## config.mk

```make
export PLATFORM = sky130hd
export DESIGN_NAME = fetch_stage
export DESIGN_NICKNAME = d
export VERILOG_FILES = /design/src/rtl/rv32_pkg.sv /design/src/rtl/fetch_fifo.sv /design/src/rtl/fetch_stage.sv
export SDC_FILE = /design/constraint.sdc
export NUM_CORES = 1
export LEC_CHECK = 0
export BUFFER_PORTS_ARGS = -buffer_cell sky130_fd_sc_hd__buf_2
export CORE_AREA = 5 5 158 160
export DETAILED_ROUTE_END_ITERATION = 8
export DIE_AREA = 0 0 163 165
export HOLD_SLACK_MARGIN = 0.12
export PLACE_DENSITY_LB_ADDON = 0.05
export SYNTH_ARGS = -nofsm -noshare
export SYNTH_HDL_FRONTEND = slang
export SYNTH_HIERARCHICAL = 1
export SYNTH_SLANG_ARGS = --single-unit
```

## constraint.sdc

```tcl
create_clock -name clk -period 6.3 [get_ports clk]
set_input_delay 0.945 -clock clk [delete_from_list [all_inputs] [get_ports clk]]
set_output_delay 0.945 -clock clk [all_outputs]
set_load 0.005 [all_outputs]
```

## src/rtl/rv32_pkg.sv

```systemverilog
// Shared RV32 front-end types and constants used by fetch and decode.
package rv32_pkg;

    localparam logic [31:0] NOP_INSN = 32'h0000_0013;

    localparam logic [4:0] OP     = 5'b01100;
    localparam logic [4:0] OP_IMM = 5'b00100;

    typedef struct packed {
        logic [31:0] pc;
        logic [31:0] ins;
    } fetch_entry_t;

    typedef enum logic [1:0] {
        BOOT,
        FETCH,
        DRAIN
    } fetch_state_t;

    function automatic logic [31:0] word_align(input logic [31:0] addr);
        return addr & 32'hFFFF_FFFC;
    endfunction

endpackage

```

## src/rtl/fetch_fifo.sv

```systemverilog
// Small synchronous FIFO of fetched {pc, ins} entries; flush wins over push.
module fetch_fifo
    import rv32_pkg::*;
#(
    parameter int DEPTH = 2,
    parameter int CNT_W = $clog2(DEPTH) + 1
) (
    input  logic               clk,
    input  logic               rst_n,
    input  logic               push,
    input  fetch_entry_t       push_data,
    input  logic               pop,
    input  logic               flush,
    output fetch_entry_t       head,
    output logic               full,
    output logic               empty,
    output logic [CNT_W-1:0]   count
);

    localparam int AW = $clog2(DEPTH);

    fetch_entry_t     mem_q [DEPTH];
    fetch_entry_t     mem_d [DEPTH];
    logic [AW-1:0]    rd_ptr_q, rd_ptr_d;
    logic [AW-1:0]    wr_ptr_q, wr_ptr_d;
    logic [CNT_W-1:0] count_q, count_d;

    always_comb begin
        mem_d    = mem_q;
        rd_ptr_d = rd_ptr_q;
        wr_ptr_d = wr_ptr_q;
        count_d  = count_q;
        if (flush) begin
            rd_ptr_d = '0;
            wr_ptr_d = '0;
            count_d  = '0;
        end else begin
            if (push) begin
                mem_d[wr_ptr_q] = push_data;
                wr_ptr_d        = wr_ptr_q + AW'(1);
            end
            if (pop) begin
                rd_ptr_d = rd_ptr_q + AW'(1);
            end
            count_d = count_q + CNT_W'(push) - CNT_W'(pop);
        end
    end

    always_ff @(posedge clk or negedge rst_n) begin
        if (!rst_n) begin
            for (int i = 0; i < DEPTH; i++) begin
                mem_q[i] <= '0;
            end
            rd_ptr_q <= '0;
            wr_ptr_q <= '0;
            count_q  <= '0;
        end else begin
            mem_q    <= mem_d;
            rd_ptr_q <= rd_ptr_d;
            wr_ptr_q <= wr_ptr_d;
            count_q  <= count_d;
        end
    end

    assign head  = mem_q[rd_ptr_q];
    assign count = count_q;
    assign full  = (count_q == CNT_W'(DEPTH));
    assign empty = (count_q == '0);

    // Upstream credit accounting must make these unreachable.
    a_no_pop_empty: assert property (@(posedge clk) disable iff (!rst_n) !(pop && empty));
    a_no_push_full: assert property (@(posedge clk) disable iff (!rst_n) !(push && full && !flush));

endmodule

```

## src/rtl/fetch_stage.sv

```systemverilog
// Instruction fetch: PC ownership, credit-limited imem requests, wrong-path drop on redirect.
//   state | meaning
//   BOOT  | single idle cycle after reset release
//   FETCH | issuing requests, pushing responses into the buffer
//   DRAIN | no requests; discarding `drop` wrong-path responses
module fetch_stage
    import rv32_pkg::*;
#(
    parameter logic [31:0] RESET_PC   = 32'h0000_0000,
    parameter int          FIFO_DEPTH = 2,
    parameter int          CNT_W      = $clog2(FIFO_DEPTH) + 1
) (
    input  logic        clk,
    input  logic        rst,
    output logic        imem_req_valid,
    input  logic        imem_req_ready,
    output logic [31:0] imem_req_addr,
    input  logic        imem_rsp_valid,
    input  logic [31:0] imem_rsp_data,
    input  logic        redirect_valid,
    input  logic [31:0] redirect_pc,
    output logic [31:0] ins,
    output logic [31:0] ins_pc,
    output logic        ins_valid,
    input  logic        ins_ready
);

    localparam logic [CNT_W:0] DEPTH_C = (CNT_W + 1)'(FIFO_DEPTH);

    fetch_state_t     state_q, state_d;
    logic [31:0]      pc_q, pc_d;
    logic [31:0]      rsp_pc_q, rsp_pc_d;
    logic [CNT_W-1:0] outstanding_q, outstanding_d;
    logic [CNT_W-1:0] drop_q, drop_d;
    logic [CNT_W-1:0] out_after_rsp;
    logic [CNT_W-1:0] fifo_count;
    logic [31:0]      target_pc;
    logic             accept, push, pop;
    logic             fifo_full, fifo_empty;
    fetch_entry_t     push_entry, head;

    always_comb begin
        state_d        = state_q;
        pc_d           = pc_q;
        rsp_pc_d       = rsp_pc_q;
        drop_d         = drop_q;
        target_pc      = word_align(redirect_pc);
        out_after_rsp  = outstanding_q - CNT_W'(imem_rsp_valid);

        // Sum of in-flight and buffered words never exceeds the buffer, so no rsp backpressure.
        imem_req_valid = (state_q == FETCH) && !redirect_valid &&
                         (({1'b0, outstanding_q} + {1'b0, fifo_count}) < DEPTH_C);
        imem_req_addr  = pc_q;
        accept         = imem_req_valid && imem_req_ready;
        push           = imem_rsp_valid && (drop_q == '0) && !redirect_valid;
        outstanding_d  = out_after_rsp + CNT_W'(accept);
        push_entry     = '{pc: rsp_pc_q, ins: imem_rsp_data};

        if (redirect_valid) begin
            pc_d     = target_pc;
            rsp_pc_d = target_pc;
            drop_d   = out_after_rsp;
        end else begin
            if (accept) begin
                pc_d = pc_q + 32'd4;
            end
            if (push) begin
                rsp_pc_d = rsp_pc_q + 32'd4;
            end
            if (imem_rsp_valid && (drop_q != '0)) begin
                drop_d = drop_q - CNT_W'(1);
            end
        end

        case (state_q)
            BOOT:    state_d = FETCH;
            FETCH:   state_d = (redirect_valid && (out_after_rsp != '0)) ? DRAIN : FETCH;
            DRAIN:   state_d = (drop_d == '0) ? FETCH : DRAIN;
            default: state_d = BOOT;
        endcase

        ins_valid = !fifo_empty;
        pop       = ins_valid && ins_ready;
        ins       = ins_valid ? head.ins : NOP_INSN;
        ins_pc    = ins_valid ? head.pc  : 32'h0;
    end

    always_ff @(posedge clk or negedge rst) begin
        if (!rst) begin
            state_q       <= BOOT;
            pc_q          <= RESET_PC;
            rsp_pc_q      <= RESET_PC;
            outstanding_q <= '0;
            drop_q        <= '0;
        end else begin
            state_q       <= state_d;
            pc_q          <= pc_d;
            rsp_pc_q      <= rsp_pc_d;
            outstanding_q <= outstanding_d;
            drop_q        <= drop_d;
        end
    end

    fetch_fifo #(
        .DEPTH (FIFO_DEPTH),
        .CNT_W (CNT_W)
    ) u_fifo (
        .clk       (clk),
        .rst_n     (rst),
        .push      (push),
        .push_data (push_entry),
        .pop       (pop),
        .flush     (redirect_valid),
        .head      (head),
        .full      (fifo_full),
        .empty     (fifo_empty),
        .count     (fifo_count)
    );

    a_rsp_fits: assert property (@(posedge clk) disable iff (!rst) !(push && fifo_full && !redirect_valid));

endmodule

```

# Word level (Yosys, flattened, before mapping)
# Cells that the tools add are included.
# Widths: inputs -> output; s select.
word_totals:
  register_bits: 202
  in_bits: 70
  output_inout_bits: 98
  elab_cells: 74
classes:
  addsub: 10
  magnitude_cmp: 4
  eq_ne: 2
  n_mux: 22
  bitwise_logic: 3
  n_reduce_logical: 21
op_table:
  columns: ["cell", "count"]
  rows:
  - ["$mux 64", 4]
  - ["$mux 32", 6]
  - ["$bwmux 128", 1]
  - ["$add 32x3->32 const B", 2]
  - ["$demux 64 s1", 1]
  - ["$mux 2", 5]
  - ["$reduce_bool 2->1", 5]
  - ["$logic_and 1x1->1", 9]
  - ["$logic_not 2->1", 4]
  - ["$pmux 2 s3", 1]
  - ["$add 2x1->2", 2]
  - ["$ge 2x2->1 const B", 2]
  - ["$mux 1", 4]
  - ["$not 1->2", 2]
  - ["$sub 2x1->2", 2]
  - ["$add 2x2->3", 1]
  - ["$lt 3x2->1 const B", 1]
  - ["$add 1x1->1 const B", 2]
  - ["$eq 2x1->1 const B", 1]
  - ["$eq 2x2->1 const B", 1]
  - ["$logic_not 1->1", 2]
  - ["$lt 2x1->1 const B", 1]
  - ["$reduce_and 2->1", 1]
  - ["$sub 2x1->2 const B", 1]
  - ["$not 1->1", 1]

# Depth between registers and ports, before layout
depth:
  ltp_word: 7
  mapped_depth: 10

# By module
# Netlist, hierarchy kept.
modules_own_cells:
  columns: ["module", "n_inst", "cells_per_inst", "area_per_inst_um2"]
  rows:
  - ["fetch_fifo", 1, 360, 6058.3]
  - ["fetch_stage", 1, 455, 4289.1]

# Worst setup path before layout
# OpenSTA, ideal clock, no wires.
synth_timing:
  path_type: "input-to-reg"
  start: "input port redirect_valid"
  end: "register u_fifo/mem_q[95] (netlist bit)"
  setup_ns: 0.125
  arrival_ns: 2.375
  required_time_ns: 6.175
  setup_slack_ns: 3.800
  stages: 7
  path_cell_list: "clkbuf_1 -> clkbuf_1 -> nor2_1 -> nor3b_2 -> buf_6 -> buf_6 -> mux2_2"
synth_via:
  elab_chain_cells: 3
synth_lines:
  columns: ["element", "line_no", "source"]
  rows:
  - ["start, declared", "fetch_stage.sv:20", "input logic redirect_valid,"]
  - ["$logic_not 1->1", "fetch_stage.sv:55", "push = imem_rsp_valid && (drop_q == '0) && !redirect_valid;"]
  - ["$logic_and 1x1->1", "fetch_stage.sv:55", null]
  - ["named net push", "fetch_stage.sv:38", "logic accept, push, pop;"]
  - ["$reduce_and 2->1 (no source line)", null, null]
  - ["end signal, assigned", "fetch_fifo.sv:58", "mem_q <= mem_d;"]
  - ["end, declared", "fetch_fifo.sv:22", "fetch_entry_t mem_q [DEPTH];"]
# The timed path passes the listed nets, and every way through them passes these cells.
# A chain may end at the register's enable or synchronous reset.

==> results list <==
- After detailed routing, the number of vias per cell comes to 5.04.
- Instance area after placement: 11,300 um2
* Number of violations of the max-capacitance limit: 0
* TritonCTS clock tree: done
- Final hold vios: 0
- In the final timing run, aggregate negative setup slack is 0 ns.
- Summing all non-filler instances in the final layout gives an area of 11,900 um2.
- Hold_buf cts: 0
- For this design the top-level I/O count stands at 168.
- Entering global routing, the biggest net connects ~100 pins.
* Wire length of the first global-routing pass: 37.3 mm
* Total power per unit cell area: 381 nW/um2
* Number of buffers added by the clock tree synthesis step: 17
* Met3 Use GR: 0.0437
* Worst hold path type: reg -> reg
- Post-layout min period: 3.73 ns
- Footprint of the multi-input gates: 4990 um2
- GR Overflow Total: 0
- The routed layout has 6,523 vias.
* Via count of the first global-routing pass: 6,886
- Post-Place Cells: 1,264
- Largest voltage drop on the vdd net: 0.215 mV
- The floorplan step set the die width to 163 um.
* Most Crowded Layer GR: met2
- Each instance of the synthesized netlist takes up on average 12.7 um2.
- Final WL: around 23 mm
- The H-tree was split into 4 levels.
* Proportion of layout cells with a drive suffix above 1: 0.450
- Clock transition at the register clock pins on the worst setup and hold paths after CTS: 0.07 ns
* Yosys synthesis warning count: 6
* Height of the die: 165 um
* Met2 track utilization from global routing: 0.272
- The worst pin sits at a relative slew slack of 0.295.
- The filler cells instantiated in the layout total 2,145.
- The worst setup path is launched from a flop.
- Max Clock Freq: between 200 and 300 MHz
- The count of nets left with antenna violations once routing finished came out at 0.
- Met1 routing resource usage after global routing: 0.244
* Combined flip-flop and latch cell area: 4960 um2
* Clock root cell: sky130_fd_sc_hd__clkbuf_16
- Transition time of the tightest slew-check pin: 1.06 ns
- Post-synthesis instance area: 10,300 um2
* Clk Latency, worst-skew pair: approximately 0.44 ns
- For this design the static power due to leakage is 5.58 nW.
* Required time reported for the critical path endpoint: 5.35 ns
* Count of cells resized by post-cts repair: 0
- Buffer levels on the longest clock path: 2
- Setup repair after global routing left no endpoint under its margin.
- Dividing the detail-routed wire length by the instance count gives 17.7 um.
* Data arrival time of the worst path: around 2.8 ns
- Buffers added to address setup during post-CTS repair amount to 0.
* Inserted Diodes: 0
- Number of buffer cells added on primary ports: 163
- The wire-length estimate of the detail-placed layout is 15.3 mm.
- Final setup fails: 0
- For this run, the total global-route usage over all layers was measured as 0.174.
- Count of mapped cells out of synthesis: 814
- For this design, the sink count on the clock tree is about 200.
- Final cycle utilization of the critical path: 0.592
- For the final database, setup skew stands at 0.0184 ns.
- Initial antenna violation count: 0
- 1st-iter DRT viols: 347
* Number of max-slew violations in the final report: 0
- After the flow finishes, the layout carries non-filler instances totaling 1,293.
- Core Footprint: 23,300 um2
* RePlAce Congestion: 0.798
- In this run the worst path has a maximum fanout of 40.
* DRC violations left: 0
- Starting Density: 0.445
- For this run, the post-layout net count is between 1,000 and 1,500.
* Critical path class: reg -> out
- From synthesis to final layout, the design area changed by 15.1%.
- STA classifies the critical path endpoint as a primary output.
- The run finished with clean final reports.
- Placement Rows: between 50 and 60
- Die Outline Area: 26,900 um2
* Drt first pass iters: 4
==> stage by stage <==
stage / setup slack [ns] / hold WS (ns) / total power [mW] / util
after floorplan: 3.80 / 0.454 / 2.98 / -
after global placement: 2.72 / 0.468 / 3.45 / 0.486
after detailed placement: 2.73 / 0.478 / 3.47 / 0.486
after CTS: 2.50 / 0.495 / 4.62 / 0.512
after global routing: 2.44 / 0.506 / 4.85 / 0.512
final: 2.57 / 0.490 / 4.54 / 0.512
==> registers in the layout, summed over array words and instances, names as in the netlist <==
signal           flops
u_fifo/mem_q       128
imem_req_addr       30
rsp_pc_q            30
drop_q               2
outstanding_q        2
state_q              2
u_fifo/count         2
u_fifo/rd_ptr_q      1
u_fifo/wr_ptr_q      1
==> worst max-delay path, cell delays in order (launching register included) <==
cell	delay [ns]
sky130_fd_sc_hd__dfrtp_2	1.07
sky130_fd_sc_hd__buf_4	0.50
sky130_fd_sc_hd__mux2_2	0.38
sky130_fd_sc_hd__or2_2	0.28
sky130_fd_sc_hd__buf_2	0.13
==> final cells by class <==
type / instances / area share
Multi-Input combinational cell: 558 / 0.419
Sequential cell: 198 / 0.416
Clock inverter: 10 / 0.0123
Inverter: 18 / 0.00610
Tap cell: 319 / 0.0335
Timing Repair Buffer: 171 / 0.0754
Clock buffer: 19 / 0.0372
==> worst paths after layout <==
check	end	depth (start not counted)	startpoint	slack [ns]
worst max-delay path	ins[4]	4	u_fifo/rd_ptr_q	2.57
worst min-delay path	u_fifo/mem_q[106]	1	u_fifo/mem_q[106]	0.49
worst max register to register	u_fifo/mem_q[107]	7	drop_q[0]	3.27
worst min register to register	u_fifo/mem_q[106]	1	u_fifo/mem_q[106]	0.49
max in group asynchronous	u_fifo/mem_q[113]	2	rst	4.66
min in group asynchronous	u_fifo/mem_q[28]	1	rst	0.59
==> routing by layer <==
layer,vias up,wire length [um]
li1,3144,-
met1,3220,11200
met2,139,10300
met3,20,1120
met4,0,245
met5,-,0
==> placed cells by master (no fill, tap or decap), types with 4 or more instances in the layout <==
cell type and count:
sky130_fd_sc_hd__o21ai_0 8, sky130_fd_sc_hd__nor2_1 21, sky130_fd_sc_hd__and3_1 8, sky130_fd_sc_hd__nand4_1 21
sky130_fd_sc_hd__xor2_1 17, sky130_fd_sc_hd__clkinvlp_4 4, sky130_fd_sc_hd__nor4_1 4, sky130_fd_sc_hd__nor3_1 7
sky130_fd_sc_hd__o211ai_1 4, sky130_fd_sc_hd__xnor2_1 36, sky130_fd_sc_hd__buf_4 7, sky130_fd_sc_hd__or3_1 4
sky130_fd_sc_hd__dfrtp_1 197, sky130_fd_sc_hd__clkbuf_16 17, sky130_fd_sc_hd__buf_2 162, sky130_fd_sc_hd__a21oi_1 9
sky130_fd_sc_hd__nand2_1 27, sky130_fd_sc_hd__conb_1 6, sky130_fd_sc_hd__nand3_1 34, sky130_fd_sc_hd__mux2_2 159
sky130_fd_sc_hd__or2_2 4, sky130_fd_sc_hd__inv_1 16, sky130_fd_sc_hd__and2_1 7, sky130_fd_sc_hd__mux2_1 5
sky130_fd_sc_hd__ha_1 7, sky130_fd_sc_hd__nor2b_1 63, sky130_fd_sc_hd__mux2_4 60
==> power breakdown <==
group | internal, mW | switching, mW
Clock | 0.633 | 0.481
Sequential | 1.64 | 0.279
Combinational | 0.902 | 0.600
Total | 3.18 | 1.36
Power figures use the tool's default switching activity.
